==> config.mk <==
export PLATFORM = sky130hd
export DESIGN_NAME = bcd2bin_seq_flat
export DESIGN_NICKNAME = d
export VERILOG_FILES = /design/src/rtl/bcd2bin_pkg.sv /design/src/rtl/bcd2bin_seq_if.sv /design/src/rtl/bcd_digit_adj.sv /design/src/rtl/bcd2bin_seq.sv /design/src/flat_wrapper.sv
export SDC_FILE = /design/constraint.sdc
export NUM_CORES = 1
export LEC_CHECK = 0
export BUFFER_PORTS_ARGS = -buffer_cell sky130_fd_sc_hd__buf_2
export CORE_MARGIN = 2
export CORE_UTILIZATION = 55
export DETAILED_ROUTE_END_ITERATION = 6
export HOLD_SLACK_MARGIN = 0.03
export PLACE_DENSITY = 0.87
export SKIP_CTS_REPAIR_TIMING = 1
export SYNTH_ARGS = -nofsm -noshare
export SYNTH_HDL_FRONTEND = slang
export SYNTH_SLANG_ARGS = --single-unit
==> constraint.sdc <==
create_clock -name clk -period 3.3 [get_ports clk]
set_input_delay 0.99 -clock clk [delete_from_list [all_inputs] [get_ports clk]]
set_output_delay 0.99 -clock clk [all_outputs]
set_load 0.05 [all_outputs]
==> src/rtl/bcd2bin_pkg.sv <==
// Shared types and constants for the sequential BCD-to-binary converter.
// The BIN_W legality helper is evaluated at elaboration time by bcd2bin_seq.
package bcd2bin_pkg;

  typedef enum logic [1:0] {
    StIdle,
    StCheck,
    StShift,
    StDone
  } state_e;

  localparam int unsigned BCD_DIGIT_W    = 4;
  localparam int unsigned BCD_MAX_DIGIT  = 9;
  localparam int unsigned BCD_ADJ_THRESH = 8;
  localparam int unsigned BCD_ADJ_SUB    = 3;

  // Smallest width that can hold 10^digits - 1.
  function automatic int unsigned min_bin_w(input int unsigned digits);
    longint unsigned p;
    p = 1;
    for (int unsigned i = 0; i < digits; i++) begin
      p = p * 10;
    end
    return $clog2(p);
  endfunction

endpackage

==> src/rtl/bcd2bin_seq_if.sv <==
// Start/done handshake bundle between a requester and the BCD-to-binary converter.
interface bcd2bin_seq_if #(
  parameter int unsigned DIGITS = 2,
  parameter int unsigned BIN_W  = 7
);

  logic                  start;
  logic [4*DIGITS-1:0]   bcd;
  logic                  busy;
  logic                  done;
  logic [BIN_W-1:0]      bin;
  logic                  err;

  modport master (
    output start, bcd,
    input  busy, done, bin, err
  );

  modport slave (
    input  start, bcd,
    output busy, done, bin, err
  );

endinterface

==> src/rtl/bcd_digit_adj.sv <==
// Reverse double-dabble correction for one BCD digit: subtract 3 when the digit is >= 8.
module bcd_digit_adj
  import bcd2bin_pkg::*;
(
  input  logic [BCD_DIGIT_W-1:0] digit_i,
  output logic [BCD_DIGIT_W-1:0] digit_o
);

  always_comb begin
    digit_o = digit_i;
    if (digit_i >= BCD_DIGIT_W'(BCD_ADJ_THRESH)) begin
      digit_o = digit_i - BCD_DIGIT_W'(BCD_ADJ_SUB);
    end
  end

endmodule

==> src/rtl/bcd2bin_seq.sv <==
// Multi-cycle BCD-to-binary converter (reverse double-dabble, one bit per SHIFT cycle).
// Define BCD2BIN_CLAMP_EN to clamp illegal digits to 9 instead of aborting the conversion.
module bcd2bin_seq
  import bcd2bin_pkg::*;
#(
  parameter int unsigned DIGITS = 2,
  parameter int unsigned BIN_W  = 7
) (
  input logic            clk,
  input logic            rst,
  bcd2bin_seq_if.slave   bus_io
);

  localparam int unsigned BcdW = BCD_DIGIT_W * DIGITS;
  localparam int unsigned CntW = (BIN_W > 1) ? $clog2(BIN_W) : 1;

  if (DIGITS < 1) begin : g_bad_digits
    $error("bcd2bin_seq: DIGITS must be at least 1");
  end
  if (BIN_W < min_bin_w(DIGITS)) begin : g_bad_bin_w
    $error("bcd2bin_seq: BIN_W too narrow for DIGITS");
  end

  state_e            state_q;
  logic [CntW-1:0]   cnt_q;
  logic [BcdW-1:0]   bcd_q;
  logic [BIN_W-1:0]  sr_q;
  logic              busy_q;
  logic              done_q;
  logic [BIN_W-1:0]  bin_q;
  logic              err_q;
`ifdef BCD2BIN_CLAMP_EN
  logic              err_flag_q;
  logic [BcdW-1:0]   bcd_clamped;
`endif

  logic [BcdW-1:0]   bcd_shr;
  logic [BcdW-1:0]   bcd_adj;
  logic [BIN_W-1:0]  sr_shr;
  logic              digit_bad;

  // The low BCD bit drops into the MSB of the result register each step.
  assign {bcd_shr, sr_shr} = {bcd_q, sr_q} >> 1;

  for (genvar g = 0; g < DIGITS; g++) begin : g_adj
    bcd_digit_adj u_adj (
      .digit_i (bcd_shr[BCD_DIGIT_W*g +: BCD_DIGIT_W]),
      .digit_o (bcd_adj[BCD_DIGIT_W*g +: BCD_DIGIT_W])
    );
  end

  always_comb begin
    digit_bad = 1'b0;
`ifdef BCD2BIN_CLAMP_EN
    bcd_clamped = bcd_q;
`endif
    for (int unsigned d = 0; d < DIGITS; d++) begin
      if (bcd_q[BCD_DIGIT_W*d +: BCD_DIGIT_W] > BCD_DIGIT_W'(BCD_MAX_DIGIT)) begin
        digit_bad = 1'b1;
`ifdef BCD2BIN_CLAMP_EN
        bcd_clamped[BCD_DIGIT_W*d +: BCD_DIGIT_W] = BCD_DIGIT_W'(BCD_MAX_DIGIT);
`endif
      end
    end
  end

  always_ff @(posedge clk) begin
    if (rst) begin
      state_q    <= StIdle;
      cnt_q      <= '0;
      bcd_q      <= '0;
      sr_q       <= '0;
      busy_q     <= 1'b0;
      done_q     <= 1'b0;
      bin_q      <= '0;
      err_q      <= 1'b0;
`ifdef BCD2BIN_CLAMP_EN
      err_flag_q <= 1'b0;
`endif
    end else begin
      unique case (state_q)
        StIdle: begin
          done_q <= 1'b0;
          if (bus_io.start) begin
            bcd_q      <= bus_io.bcd;
            sr_q       <= '0;
            busy_q     <= 1'b1;
            state_q    <= StCheck;
`ifdef BCD2BIN_CLAMP_EN
            err_flag_q <= 1'b0;
`endif
          end
        end
        StCheck: begin
          cnt_q <= '0;
          if (digit_bad) begin
`ifdef BCD2BIN_CLAMP_EN
            bcd_q      <= bcd_clamped;
            err_flag_q <= 1'b1;
            state_q    <= StShift;
`else
            done_q  <= 1'b1;
            bin_q   <= '0;
            err_q   <= 1'b1;
            state_q <= StDone;
`endif
          end else begin
            state_q <= StShift;
          end
        end
        StShift: begin
          bcd_q <= bcd_adj;
          sr_q  <= sr_shr;
          cnt_q <= cnt_q + 1'b1;
          if (cnt_q == CntW'(BIN_W - 1)) begin
            done_q  <= 1'b1;
            bin_q   <= sr_shr;
            state_q <= StDone;
`ifdef BCD2BIN_CLAMP_EN
            err_q   <= (bcd_adj != '0) | err_flag_q;
`else
            err_q   <= (bcd_adj != '0);
`endif
          end
        end
        StDone: begin
          done_q  <= 1'b0;
          busy_q  <= 1'b0;
          state_q <= StIdle;
        end
        default: begin
          state_q <= StIdle;
        end
      endcase
    end
  end

  assign bus_io.busy = busy_q;
  assign bus_io.done = done_q;
  assign bus_io.bin  = bin_q;
  assign bus_io.err  = err_q;

endmodule

==> src/flat_wrapper.sv <==
// flat-port wrapper written by rule: the top's interface ports become plain ports
module bcd2bin_seq_flat import bcd2bin_pkg::*;
#(
  parameter int unsigned DIGITS = 2,
  parameter int unsigned BIN_W  = 7
)
  (clk, rst, bus_io_start, bus_io_bcd, bus_io_busy, bus_io_done, bus_io_bin, bus_io_err);
  bcd2bin_seq_if #(.DIGITS(DIGITS), .BIN_W(BIN_W)) bus_io_i ();
  input logic clk;
  input logic rst;
  input wire logic [$bits(bus_io_i.start)-1:0] bus_io_start;
  input wire logic [$bits(bus_io_i.bcd)-1:0] bus_io_bcd;
  output wire logic [$bits(bus_io_i.busy)-1:0] bus_io_busy;
  output wire logic [$bits(bus_io_i.done)-1:0] bus_io_done;
  output wire logic [$bits(bus_io_i.bin)-1:0] bus_io_bin;
  output wire logic [$bits(bus_io_i.err)-1:0] bus_io_err;
  assign bus_io_i.start = bus_io_start;
  assign bus_io_i.bcd = bus_io_bcd;
  assign bus_io_busy = bus_io_i.busy;
  assign bus_io_done = bus_io_i.done;
  assign bus_io_bin = bus_io_i.bin;
  assign bus_io_err = bus_io_i.err;
  bcd2bin_seq #(.DIGITS(DIGITS), .BIN_W(BIN_W)) u_core (.clk(clk), .rst(rst), .bus_io(bus_io_i));
endmodule
==> flow_summary.ini <==
[clock_network]
htreeDepth = 2
clockRootBuffer = clkbuf_4
clk_latency_ns = 0.32
cts_max_path_buffers = 2
cts_tree = done
clock-sinks = 29
path_clk_slew_ns = 0.09
numCtsBuffers = 5

[floorplan]
num_io_pins = 21
die-height_um = 53.9
start_util_pct = 56.9
dieArea_um2 = 2910
rows = 18
coreArea_um2 = 2410
fp.dieW_um = 53.9

[yosys]
syn-instance-count = 162
seq_area_frac_synth_pct = 42.3
yosys_warnings = 0
synth_area_um2 = 1370
synth.net_count = 181
synth_seq_cells = 29
ys_types = 32
avgSynthCellArea_um2 = 8.46

[sta]
whs_ns = 0.479
setup_viol = 0
hold_viol = 0
worst_pin_slew_ns = 0.637
slew_headroom_pct = 57.2
slew_violations = 0
rsz0062_at_grt = no
fmax_mhz = 477
post-route-period-util_pct = 63.5
setup_tns_ns = 0
period_needed_ns = 2.09
skew_ns = 0.00961

[route]
drc_errors = 0
ant_nets = 0
detail_route.vias_per_cell = 5.56
via_count = 1184
dr.pass1.iters = 4
drt_iter0_drc = 38
wl_per_cell_um = 13.4
routed_wl_um = 2860

[flow_run]
maxCapViolations = 0

[placement]
io_buffers = 20
dp_hpwl_um = 2050
place_congestion = 0.786

[finish]
n_fill_cell = 200
final_layout_size_suffix_gt1_share_pct = 17.5
antenna_cells = 0
ff_latch_area_um2 = 581
area_growth_pct = 14.6
multiInputGateArea_um2 = 727
finalNetCount = 201

[global_routing]
grt_pass1_wl_um = 4600
antenna_found_initial = 0
grt_pass1_vias = 1082
track_usage_pct = 22.1
grt_max_degree = 30
grt-ovfl-total = 0

[power_and_ir_drop]
p_leak_nw = 0.639
powerDensity_nw_per_um2 = 865
peakVddDrop_mv = 0.578
power.total_mw = 1.36

[worst_setup_path]
endpoint_kind = register
crit_type = reg2reg
required_ns = 3.49
r2r_setup_slack_ns = 1.21
worst_setup_path_start_kind = register
crit_arrival_ns = 2.28
crit_path_max_fanout = 22

[outcome]
outcome = completed

[worst_hold_path]
hp-class = reg2reg
[critical path, cell delays in order, from the launching register on]
cell and delay, ns:
dfxtp_1 0.38, inv_1 0.10, ha_1 0.21, buf_4 0.21
a21boi_0 0.23, a311oi_4 0.53, and4_1 0.26, nor3_1 0.04
[state kept, by name (all words and copies together), names as in the netlist]
signal	count
u_core.bus_io.done	1
u_core.sr_q	6
u_core.state_q	2
u_core.bcd_q	8
u_core.bus_io.busy	1
u_core.cnt_q	3
u_core.bus_io.err	1
u_core.bus_io.bin	7
[per-layer routing]
metal / global-route usage [%] / vias up / part of all wire [%]
li1: - / 604 / -
met1: 25.7 / 551 / 46
met2: 38.4 / 27 / 50
met3: 7.50 / 2 / 4.1
met4: 5.98 / 0 / 0.21
met5: 0 / - / 0
[synth_stat cells]
cell type,n,area [um^2]
dfxtp_1,29,581
nor2_1,29,109
a21oi_1,20,100
o21ai_0,11,55.1
ha_1,8,100
mux2i_1,7,70.1
nand2_1,7,26.3
nand3_1,7,35.0
a22oi_1,6,45.0
clkbuf_1,6,22.5
inv_1,6,22.5
a211oi_1,3,22.5
buf_2,3,15.0
xnor2_1,2,17.5
a2111oi_0,1,8.76
a211o_1,1,8.76
a21boi_0,1,7.51
a311oi_4,1,26.3
a31o_2,1,8.76
and2_1,1,6.26
and2b_1,1,7.51
and4_1,1,8.76
clkinv_1,1,3.75
nand2b_1,1,6.26
nand4_1,1,6.26
nand4b_1,1,8.76
nor2b_1,1,6.26
nor3_1,1,5.00
nor3b_1,1,7.51
nor4_1,1,6.26
o21ai_2,1,8.76
o2bb2ai_1,1,8.76
[power by group]
| part | internal, mW | switching (mW) | total [mW] |
|---|---|---|---|
| registers | 0.410 | 0.0667 | 0.477 |
| logic | 0.201 | 0.381 | 0.582 |
| clock network | 0.181 | 0.119 | 0.300 |
[layout make-up]
cell class                      instances  area share, %
Multi-Input combinational cell        117           46.3
Sequential cell                        29           36.9
Timing Repair Buffer                   22           7.32
Clock buffer                            7           3.50
Tap cell                               30           2.39
Clock inverter                          1           1.91
Inverter                                7           1.67
[layout by cell type, fill, tap and decap left out, drive strengths merged, types with 2 or more instances in the layout]
| cell type | instances |
|---|---|
| nor2 | 29 |
| dfxtp | 29 |
| buf | 22 |
| a21oi | 20 |
| o21ai | 12 |
| ha | 8 |
| nand3 | 7 |
| mux2i | 7 |
| nand2 | 7 |
| clkbuf | 7 |
| inv | 6 |
| a22oi | 6 |
| a211oi | 3 |
| xnor2 | 2 |
[per-stage QoR]
stage | area, um^2 | setup WS (ns) | cells | util [%]
3_3_place_gp | 1490 | 1.37 | 205 | 61.7
5_1_grt | 1570 | 1.07 | 213 | 65.2
6_report | 1570 | 1.21 | 213 | 65.2
2_1_floorplan | 1370 | 1.49 | 162 | -
3_5_place_dp | 1490 | 1.24 | 205 | 61.7
4_1_cts | 1570 | 1.21 | 213 | 65.2
[path summary, 6_finish.rpt]
| path | from | cells past startpoint | end |
|---|---|---|---|
| max | u_core.state_q[0] | 7 | u_core.bus_io.err |
| min | u_core.bus_io.bin[1] | 2 | u_core.bus_io.bin[1] |
| max reg2reg | u_core.state_q[0] | 7 | u_core.bus_io.err |
| min reg2reg | u_core.bus_io.bin[1] | 2 | u_core.bus_io.bin[1] |
[cells by family after synthesis]
family / after synthesis / share of synthesized area [%]
xor gates and xnor gates: 2 / 1.28
and+or+nand+nor: 53 / 17.4
DFF: 29 / 42.3
buffers and inverters: 16 / 4.65
AOI/OAI and AO/OA: 47 / 21.9
adders and majority gates: 8 / 7.30
muxes: 7 / 5.11
No activity file was read; power rests on OpenSTA's default activity.
